--- src/rtl/audio_pkg.sv ---
// Shared definitions for the WM8731 audio-in capture path: framer states,
// channel encoding and the default channel word width.
package audio_pkg;

  localparam int DEFAULT_DATA_WIDTH = 32;

  typedef enum logic [1:0] {
    ALIGN = 2'd0,
    DELAY = 2'd1,
    SHIFT = 2'd2,
    HOLD  = 2'd3
  } frame_state_e;

  localparam logic LEFT  = 1'b0;
  localparam logic RIGHT = 1'b1;

endpackage

--- src/rtl/audio_in_fifo.sv ---
// Synchronous show-ahead FIFO for captured sample pairs. Clear beats push/pop;
// a push into a full FIFO only succeeds when a pop happens in the same cycle.
module audio_in_fifo #(
  parameter int WIDTH = 64,
  parameter int DEPTH = 8
) (
  input  logic             clk,
  input  logic             reset,
  input  logic             i_clear,
  input  logic             i_push,
  input  logic [WIDTH-1:0] i_push_data,
  input  logic             i_pop,
  output logic [WIDTH-1:0] o_head,
  output logic             o_full,
  output logic             o_empty
);

  localparam int AW = $clog2(DEPTH);
  localparam int PW = AW + 1;

  logic [WIDTH-1:0] r_mem [DEPTH];
  logic [PW-1:0]    r_wr_ptr;
  logic [PW-1:0]    r_rd_ptr;
  logic             w_do_push;
  logic             w_do_pop;

  // The extra pointer MSB separates "full" from "empty" when the indices match.
  assign o_empty = (r_wr_ptr == r_rd_ptr);
  assign o_full  = (r_wr_ptr[AW] != r_rd_ptr[AW]) &&
                   (r_wr_ptr[AW-1:0] == r_rd_ptr[AW-1:0]);

  assign w_do_pop  = i_pop && !o_empty && !i_clear;
  assign w_do_push = i_push && (!o_full || w_do_pop) && !i_clear;

  always_ff @(posedge clk) begin
    if (!reset) begin
      r_wr_ptr <= '0;
      r_rd_ptr <= '0;
    end else if (i_clear) begin
      r_wr_ptr <= '0;
      r_rd_ptr <= '0;
    end else begin
      if (w_do_push) r_wr_ptr <= r_wr_ptr + PW'(1);
      if (w_do_pop)  r_rd_ptr <= r_rd_ptr + PW'(1);
    end
  end

  // NOTE: storage is deliberately left without reset; the pointers alone define
  // which entries are valid, and an unreset array maps onto plain RAM/flops.
  always_ff @(posedge clk) begin
    if (w_do_push) r_mem[r_wr_ptr[AW-1:0]] <= i_push_data;
  end

  assign o_head = o_empty ? '0 : r_mem[r_rd_ptr[AW-1:0]];

endmodule

--- src/rtl/audio_in_receiver.sv ---
// WM8731 I2S capture: oversampled serial inputs, ALIGN/DELAY/SHIFT/HOLD framer
// and a show-ahead pair FIFO. Define AUDIO_IN_PEAK_EN to add the peak_level output.
module audio_in_receiver
  import audio_pkg::*;
#(
  parameter int DATA_WIDTH  = DEFAULT_DATA_WIDTH,
  parameter int FIFO_DEPTH  = 8,
  parameter int SYNC_STAGES = 2
) (
  input  logic                  clk,
  input  logic                  reset,
  input  logic                  AUD_BCLK,
  input  logic                  AUD_ADCLRCK,
  input  logic                  AUD_ADCDAT,
  input  logic                  clear_audio_in_memory,
  input  logic                  read_audio_in,
  output logic                  audio_in_available,
  output logic [DATA_WIDTH-1:0] left_channel_audio_in,
  output logic [DATA_WIDTH-1:0] right_channel_audio_in,
  output logic                  overflow,
  output logic                  framing_error
`ifdef AUDIO_IN_PEAK_EN
  ,
  output logic [DATA_WIDTH-1:0] peak_level
`endif
);

  localparam int CNT_W = $clog2(DATA_WIDTH + 1);

  logic [SYNC_STAGES-1:0] r_bclk_sync;
  logic [SYNC_STAGES-1:0] r_lrck_sync;
  logic [SYNC_STAGES-1:0] r_dat_sync;
  logic                   r_bclk_last;
  logic                   r_lrck_last;
  logic                   w_bclk;
  logic                   w_lrck;
  logic                   w_dat;
  logic                   w_bclk_rise;
  logic                   w_lr_edge;

  frame_state_e           r_state;
  frame_state_e           w_state_next;
  logic                   r_channel;
  logic [CNT_W-1:0]       r_bit_cnt;
  logic [DATA_WIDTH-2:0]  r_shift;
  logic [DATA_WIDTH-1:0]  r_left;
  logic                   r_left_valid;
  logic                   r_overflow;
  logic                   r_framing_error;
  logic [DATA_WIDTH-1:0]  w_word;
  logic                   w_word_done;
  logic                   w_truncate;
  logic                   w_start;
  logic                   w_push;
  logic                   w_pop;
  logic                   w_full;
  logic                   w_empty;
  logic [2*DATA_WIDTH-1:0] w_head;

  // All three serial lines share the same synchronizer depth, so data and
  // frame clock stay aligned with the bit clock they were launched against.
  always_ff @(posedge clk) begin
    if (!reset) begin
      r_bclk_sync <= '0;
      r_lrck_sync <= '0;
      r_dat_sync  <= '0;
      r_bclk_last <= 1'b0;
      r_lrck_last <= 1'b0;
    end else begin
      r_bclk_sync <= (r_bclk_sync << 1) | SYNC_STAGES'(AUD_BCLK);
      r_lrck_sync <= (r_lrck_sync << 1) | SYNC_STAGES'(AUD_ADCLRCK);
      r_dat_sync  <= (r_dat_sync << 1)  | SYNC_STAGES'(AUD_ADCDAT);
      r_bclk_last <= w_bclk;
      if (w_bclk_rise) r_lrck_last <= w_lrck;
    end
  end

  assign w_bclk      = r_bclk_sync[SYNC_STAGES-1];
  assign w_lrck      = r_lrck_sync[SYNC_STAGES-1];
  assign w_dat       = r_dat_sync[SYNC_STAGES-1];
  assign w_bclk_rise = w_bclk && !r_bclk_last;
  assign w_lr_edge   = w_bclk_rise && (w_lrck != r_lrck_last);
  assign w_word      = {r_shift, w_dat};

  always_ff @(posedge clk) begin
    if (!reset) r_state <= ALIGN;
    else        r_state <= w_state_next;
  end

  // NOTE: every signal driven here gets a default first, so no path through
  // the case/if tree can leave one unassigned and infer a latch.
  always_comb begin
    w_state_next = r_state;
    w_word_done  = 1'b0;
    w_truncate   = 1'b0;
    w_start      = 1'b0;
    if (w_bclk_rise) begin
      case (r_state)
        ALIGN: if (w_lr_edge && w_lrck == LEFT) begin
          w_start      = 1'b1;
          w_state_next = DELAY;
        end
        DELAY: w_state_next = SHIFT;
        SHIFT: begin
          if (w_lr_edge) begin
            w_truncate   = 1'b1;
            w_start      = 1'b1;
            w_state_next = DELAY;
          end else if (r_bit_cnt == CNT_W'(DATA_WIDTH - 1)) begin
            w_word_done  = 1'b1;
            w_state_next = HOLD;
          end
        end
        HOLD: if (w_lr_edge) begin
          w_start      = 1'b1;
          w_state_next = DELAY;
        end
        default: w_state_next = ALIGN;
      endcase
    end
    if (clear_audio_in_memory) w_state_next = ALIGN;
  end

  // A new left word opens a new frame, so any older left word is forgotten.
  always_ff @(posedge clk) begin
    if (!reset) begin
      r_channel       <= LEFT;
      r_bit_cnt       <= '0;
      r_shift         <= '0;
      r_left          <= '0;
      r_left_valid    <= 1'b0;
      r_framing_error <= 1'b0;
    end else if (clear_audio_in_memory) begin
      r_left_valid    <= 1'b0;
      r_framing_error <= 1'b0;
    end else if (w_bclk_rise) begin
      if (w_start) begin
        r_channel <= w_lrck;
        if (w_lrck == LEFT) r_left_valid <= 1'b0;
      end
      if (r_state == DELAY) r_bit_cnt <= '0;
      if (r_state == SHIFT && !w_lr_edge) begin
        r_shift   <= w_word[DATA_WIDTH-2:0];
        r_bit_cnt <= r_bit_cnt + CNT_W'(1);
      end
      if (w_truncate) begin
        r_framing_error <= 1'b1;
        if (r_channel == LEFT) r_left_valid <= 1'b0;
      end
      if (w_word_done) begin
        if (r_channel == LEFT) begin
          r_left       <= w_word;
          r_left_valid <= 1'b1;
        end else begin
          r_left_valid <= 1'b0;
        end
      end
    end
  end

  assign w_push = w_word_done && (r_channel == RIGHT) && r_left_valid &&
                  !clear_audio_in_memory;
  assign w_pop  = read_audio_in && !w_empty;

  audio_in_fifo #(
    .WIDTH (2 * DATA_WIDTH),
    .DEPTH (FIFO_DEPTH)
  ) u_fifo (
    .clk         (clk),
    .reset       (reset),
    .i_clear     (clear_audio_in_memory),
    .i_push      (w_push),
    .i_push_data ({r_left, w_word}),
    .i_pop       (w_pop),
    .o_head      (w_head),
    .o_full      (w_full),
    .o_empty     (w_empty)
  );

  always_ff @(posedge clk) begin
    if (!reset)                             r_overflow <= 1'b0;
    else if (clear_audio_in_memory)         r_overflow <= 1'b0;
    else if (w_push && w_full && !w_pop)    r_overflow <= 1'b1;
  end

  assign audio_in_available     = !w_empty;
  assign left_channel_audio_in  = w_head[2*DATA_WIDTH-1:DATA_WIDTH];
  assign right_channel_audio_in = w_head[DATA_WIDTH-1:0];
  assign overflow               = r_overflow;
  assign framing_error          = r_framing_error;

`ifdef AUDIO_IN_PEAK_EN
  logic [DATA_WIDTH-1:0] r_peak;
  logic [DATA_WIDTH-1:0] w_abs_left;
  logic [DATA_WIDTH-1:0] w_abs_right;
  logic [DATA_WIDTH-1:0] w_pair_peak;
  logic                  w_push_accept;

  // Magnitude of a two's-complement sample; the most negative code saturates.
  function automatic logic [DATA_WIDTH-1:0] abs_sat(input logic [DATA_WIDTH-1:0] v);
    if (!v[DATA_WIDTH-1])                       return v;
    if (v == {1'b1, {(DATA_WIDTH-1){1'b0}}})    return {1'b0, {(DATA_WIDTH-1){1'b1}}};
    return -v;
  endfunction

  assign w_abs_left    = abs_sat(r_left);
  assign w_abs_right   = abs_sat(w_word);
  assign w_pair_peak   = (w_abs_left > w_abs_right) ? w_abs_left : w_abs_right;
  assign w_push_accept = w_push && (!w_full || w_pop);

  always_ff @(posedge clk) begin
    if (!reset)                                   r_peak <= '0;
    else if (clear_audio_in_memory)               r_peak <= '0;
    else if (w_push_accept && w_pair_peak > r_peak) r_peak <= w_pair_peak;
  end

  assign peak_level = r_peak;
`endif

endmodule

--- config.mk ---
export PLATFORM = sky130hd
export DESIGN_NAME = audio_in_receiver
export DESIGN_NICKNAME = d
export VERILOG_FILES = /design/src/rtl/audio_pkg.sv /design/src/rtl/audio_in_fifo.sv /design/src/rtl/audio_in_receiver.sv
export SDC_FILE = /design/constraint.sdc
export NUM_CORES = 1
export LEC_CHECK = 0
export BUFFER_PORTS_ARGS = -buffer_cell sky130_fd_sc_hd__buf_2
export CAP_MARGIN = 20
export CORE_MARGIN = 10
export CORE_UTILIZATION = 55
export DETAILED_ROUTE_END_ITERATION = 10
export HOLD_SLACK_MARGIN = 0.08
export PLACE_DENSITY_LB_ADDON = 0.15
export REMOVE_ABC_BUFFERS = 1
export SYNTH_ARGS = -nofsm -noshare
export SYNTH_HDL_FRONTEND = slang
export SYNTH_SLANG_ARGS = --single-unit
--- constraint.sdc ---
create_clock -name clk -period 6.5 [get_ports clk]
set_clock_uncertainty 0.05 [all_clocks]
set_input_delay 0.65 -clock clk [delete_from_list [all_inputs] [get_ports clk]]
set_output_delay 0.65 -clock clk [all_outputs]
set_load 0.03 [all_outputs]
==> results by group <==
Clock network
  • Clock Tree Buf Depth: 3
  • Clock transition at path regs: 0.06 ns
  • H-tree depth: 2
  • Resize count post-CTS: 0
  • CTS buffer count: 59
  • Worst-Skew Late Latency: 0.61 ns
  • CTS tree: yes
  • # clock sinks: 606
  • Post-CTS Setup Bufs: 0
  • Hold-fix buffer count after cts: 0
  • Root Driver: clkbuf_16

Route
  • Detailed-route DRC error count: 0
  • Antenna Violating Nets Remaining: 0
  • Post-detailed-route wirelength per cell: about 24 um
  • Initial DRC Count: 1126
  • Avg Vias per Cell: approximately 6.1
  • Drt total wl: 47100 um
  • Vias: 11800
  • Drt first pass iters: 5

Final layout
  • Ratio of cells with drive above 1 in the final layout: 0.239
  • Final-layout fill cell count: 2988
  • Area of the multi-input gates: 5790 um2
  • Register area: 17300 um2
  • Layout Area Growth over Synthesis: 12.0%
  • Nets@finish: 1370
  • Commonest non-fill, non-tap cells in the layout: edfxtp_1, mux4_2, dfxtp_1, a21oi_1
  • Post-route cell area: 26200 um2
  • # diodes: 0
  • Commonest non-fill, non-tap cell in the layout: edfxtp_1

STA
  • Max Clock Freq: 0.242 GHz
  • Setup repair after global routing missed its margin: false
  • Relative slew margins: 0.329
  • Min Tclk post-route: 4.13 ns
  • Period utilization: 0.635
  • Fin. Hold Viols: 0
  • Pins Over Slew Limit: 0
  • Worst slew pin tran: 1.01 ns
  • Final Setup Violations: 0
  • Min Hold Slack: 0.201 ns
  • Final WS setup: 2.37 ns

Floorplan
  • Row cnt: 75
  • DIE AREA: 51100 um2
  • Die Wd: between 200 and 250 um
  • Top-level port count: 74
  • Initial Util: 0.557
  • Die height: 226 um
  • Core area: 41900 um2

Worst setup path
  • CP max-delay cell: dfxtp_4
  • Worst path required time: 5.80 ns
  • Worst path max stage delay: slightly above 1 ns
  • Top Family by Delay on Critical Path: flip-flops
  • Crit Path Class: reg2out
  • RR Startpoint: r_state[0]
  • CP max FO: 43
  • WP data arrival: 3.43 ns
  • CP Cell Sequence: buf_4, mux4_2, mux2i_1, nor2_1, buf_2
  • CP Capture Type: output pin
  • CP Launch Type: flop
  • CP Buf/Inv Count: 2

Synthesis
  • Cell count after synthesis: 1276
  • Leading area contributor after synthesis: edfxtp_1
  • Post-synth ARST share: 0
  • Synthesis warning total: 0
  • Most used DFF post-synth: edfxtp_1
  • Avg Synthesized Cell Area: 18.3 um2
  • Yosys reg bits: 606
  • Register area share after synthesis: 0.738
  • Largest cells by area after synthesis: edfxtp_1, mux4_2, dfxtp_1
  • Synth top area share: 0.658
  • Synth Cell Area: 23400 um2
  • EDFF count, synth: 512
  • Netlist cell types: slightly below 60

Pwr
  • Cell Pwr Density: approximately 280 nW/um2
  • Reg power frac: 0.560
  • Combinational group share of total power: 0.003
  • P_sw: 1.42 mW
  • Clock share of power: 0.437
  • Pleak: just over 9 nW
  • Sw Ratio: 0.191
  • VDD IR max: 196 uV
  • Int Pwr: 6.00 mW

Global routing
  • Vias in the first global route: 12100
  • Gr ovfl total: 0
  • Initial antenna violation count: 0
  • GRT Overall Usage: 0.189
  • Largest net degree at the start of global routing: between 60 and 70
  • First-pass GRT wire length: approximately 73000 um

Placed design
  • Dpl ws: approximately 2.8 ns
  • Post-DP Area: 24300 um2
  • Detail Placement HPWL: 24500 um
  • # port buffers: 73
  • Final Wtd Congestion: a little under 0.8

Outcome
  • Status: completed

Hold path
  • HP Class: in2reg
  • Worst hold start: AUD_ADCDAT

Run
  • Max Cap Viol: 0
## layer usage
metal	wire length, um	global-route usage	up-vias
li1	-	-	5211
met1	21000	0.270	6182
met2	22700	0.298	318
met3	2610	0.0317	62
met4	828	0.0530	0
met5	0	0	-
## synthesized netlist by cell type, drive strengths merged (5+ instances only)
master and count:
nor3 7, dfxtp 94, nand2b 5, mux4 128, clkbuf 44, nor2 74
buf 32, nand3b 35, o21ai 41, nand3 5, and2 8, edfxtp 512
mux2i 68, a21oi 77, nand2 74, inv 7, or3 6, ha 8
## worst register-to-register path, stage by stage (launching register included)
cell and delay (ns):
dfxtp_1 0.34, inv_1 0.10, ha_1 0.35, and4bb_2 0.32, nand4_1 0.26, a21oi_2 0.44, and4b_4 0.98, buf_4 0.47
## final timing paths
check / endpoint / slack [ns] / depth (start not counted)
worst max-delay path: left_channel_audio_in[22] / 2.37 / 5
worst min-delay path: r_dat_sync[0] / 0.20 / 2
worst max register to register: u_fifo.r_mem[6][48] / 2.84 / 7
worst min register to register: r_dat_sync[1] / 0.38 / 1
## cells by family after synthesis
family | Yosys count | share of synthesized area
flip-flops | 606 | 0.738
AO/OA/AOI/OAI | 137 | 0.0322
XOR/XNOR | 6 | 0.00337
multiplexers | 196 | 0.152
AND/OR/NAND/NOR | 240 | 0.0538
buffers and inverters | 83 | 0.0155
adder cells (fa/ha/maj) | 8 | 0.00428
## sequential cells by signal, summed over array words and instances (netlist names), 2 cells and up, named ones only
signal and cells:
r_state 2, r_dat_sync 2, r_lrck_sync 2, u_fifo.r_mem 512, r_bclk_sync 2, u_fifo.r_wr_ptr 4
r_left 32, r_bit_cnt 6, u_fifo.r_rd_ptr 4, r_shift 31
## layout make-up
| cell class | instances | share of cell area |
|---|---|---|
| Multi-Input combinational cell | 587 | 0.221 |
| Clock buffer | 76 | 0.0608 |
| Sequential cell | 606 | 0.660 |
| Tap cell | 539 | 0.0258 |
| Clock inverter | 34 | 0.00937 |
| Timing Repair Buffer | 94 | 0.0217 |
| Inverter | 7 | 0.00100 |
## metrics by stage
stage | std cells | utilization | TNS, ns | power [mW]
2_1_floorplan | 1200 | - | -45.17 | 4.25
3_3_place_gp | 1832 | 0.579 | 0 | 4.26
3_5_place_dp | 1833 | 0.580 | 0 | 4.26
4_1_cts | 1943 | 0.624 | 0 | 7.48
5_1_grt | 1943 | 0.624 | 0 | 7.63
6_report | 1943 | 0.624 | 0 | 7.41
## power groups by stage
| stage | clock network, mW | registers [mW] | logic, mW |
|---|---|---|---|
| after floorplan | 0 | 4.24 | 0.0119 |
| after detailed placement | 0 | 4.24 | 0.0218 |
| after CTS | 3.30 | 4.15 | 0.0219 |
| after global routing | 3.45 | 4.15 | 0.0236 |
| final | 3.24 | 4.16 | 0.0218 |
| after global placement | 0 | 4.24 | 0.0216 |
No activity file was read; power rests on OpenSTA's default activity.
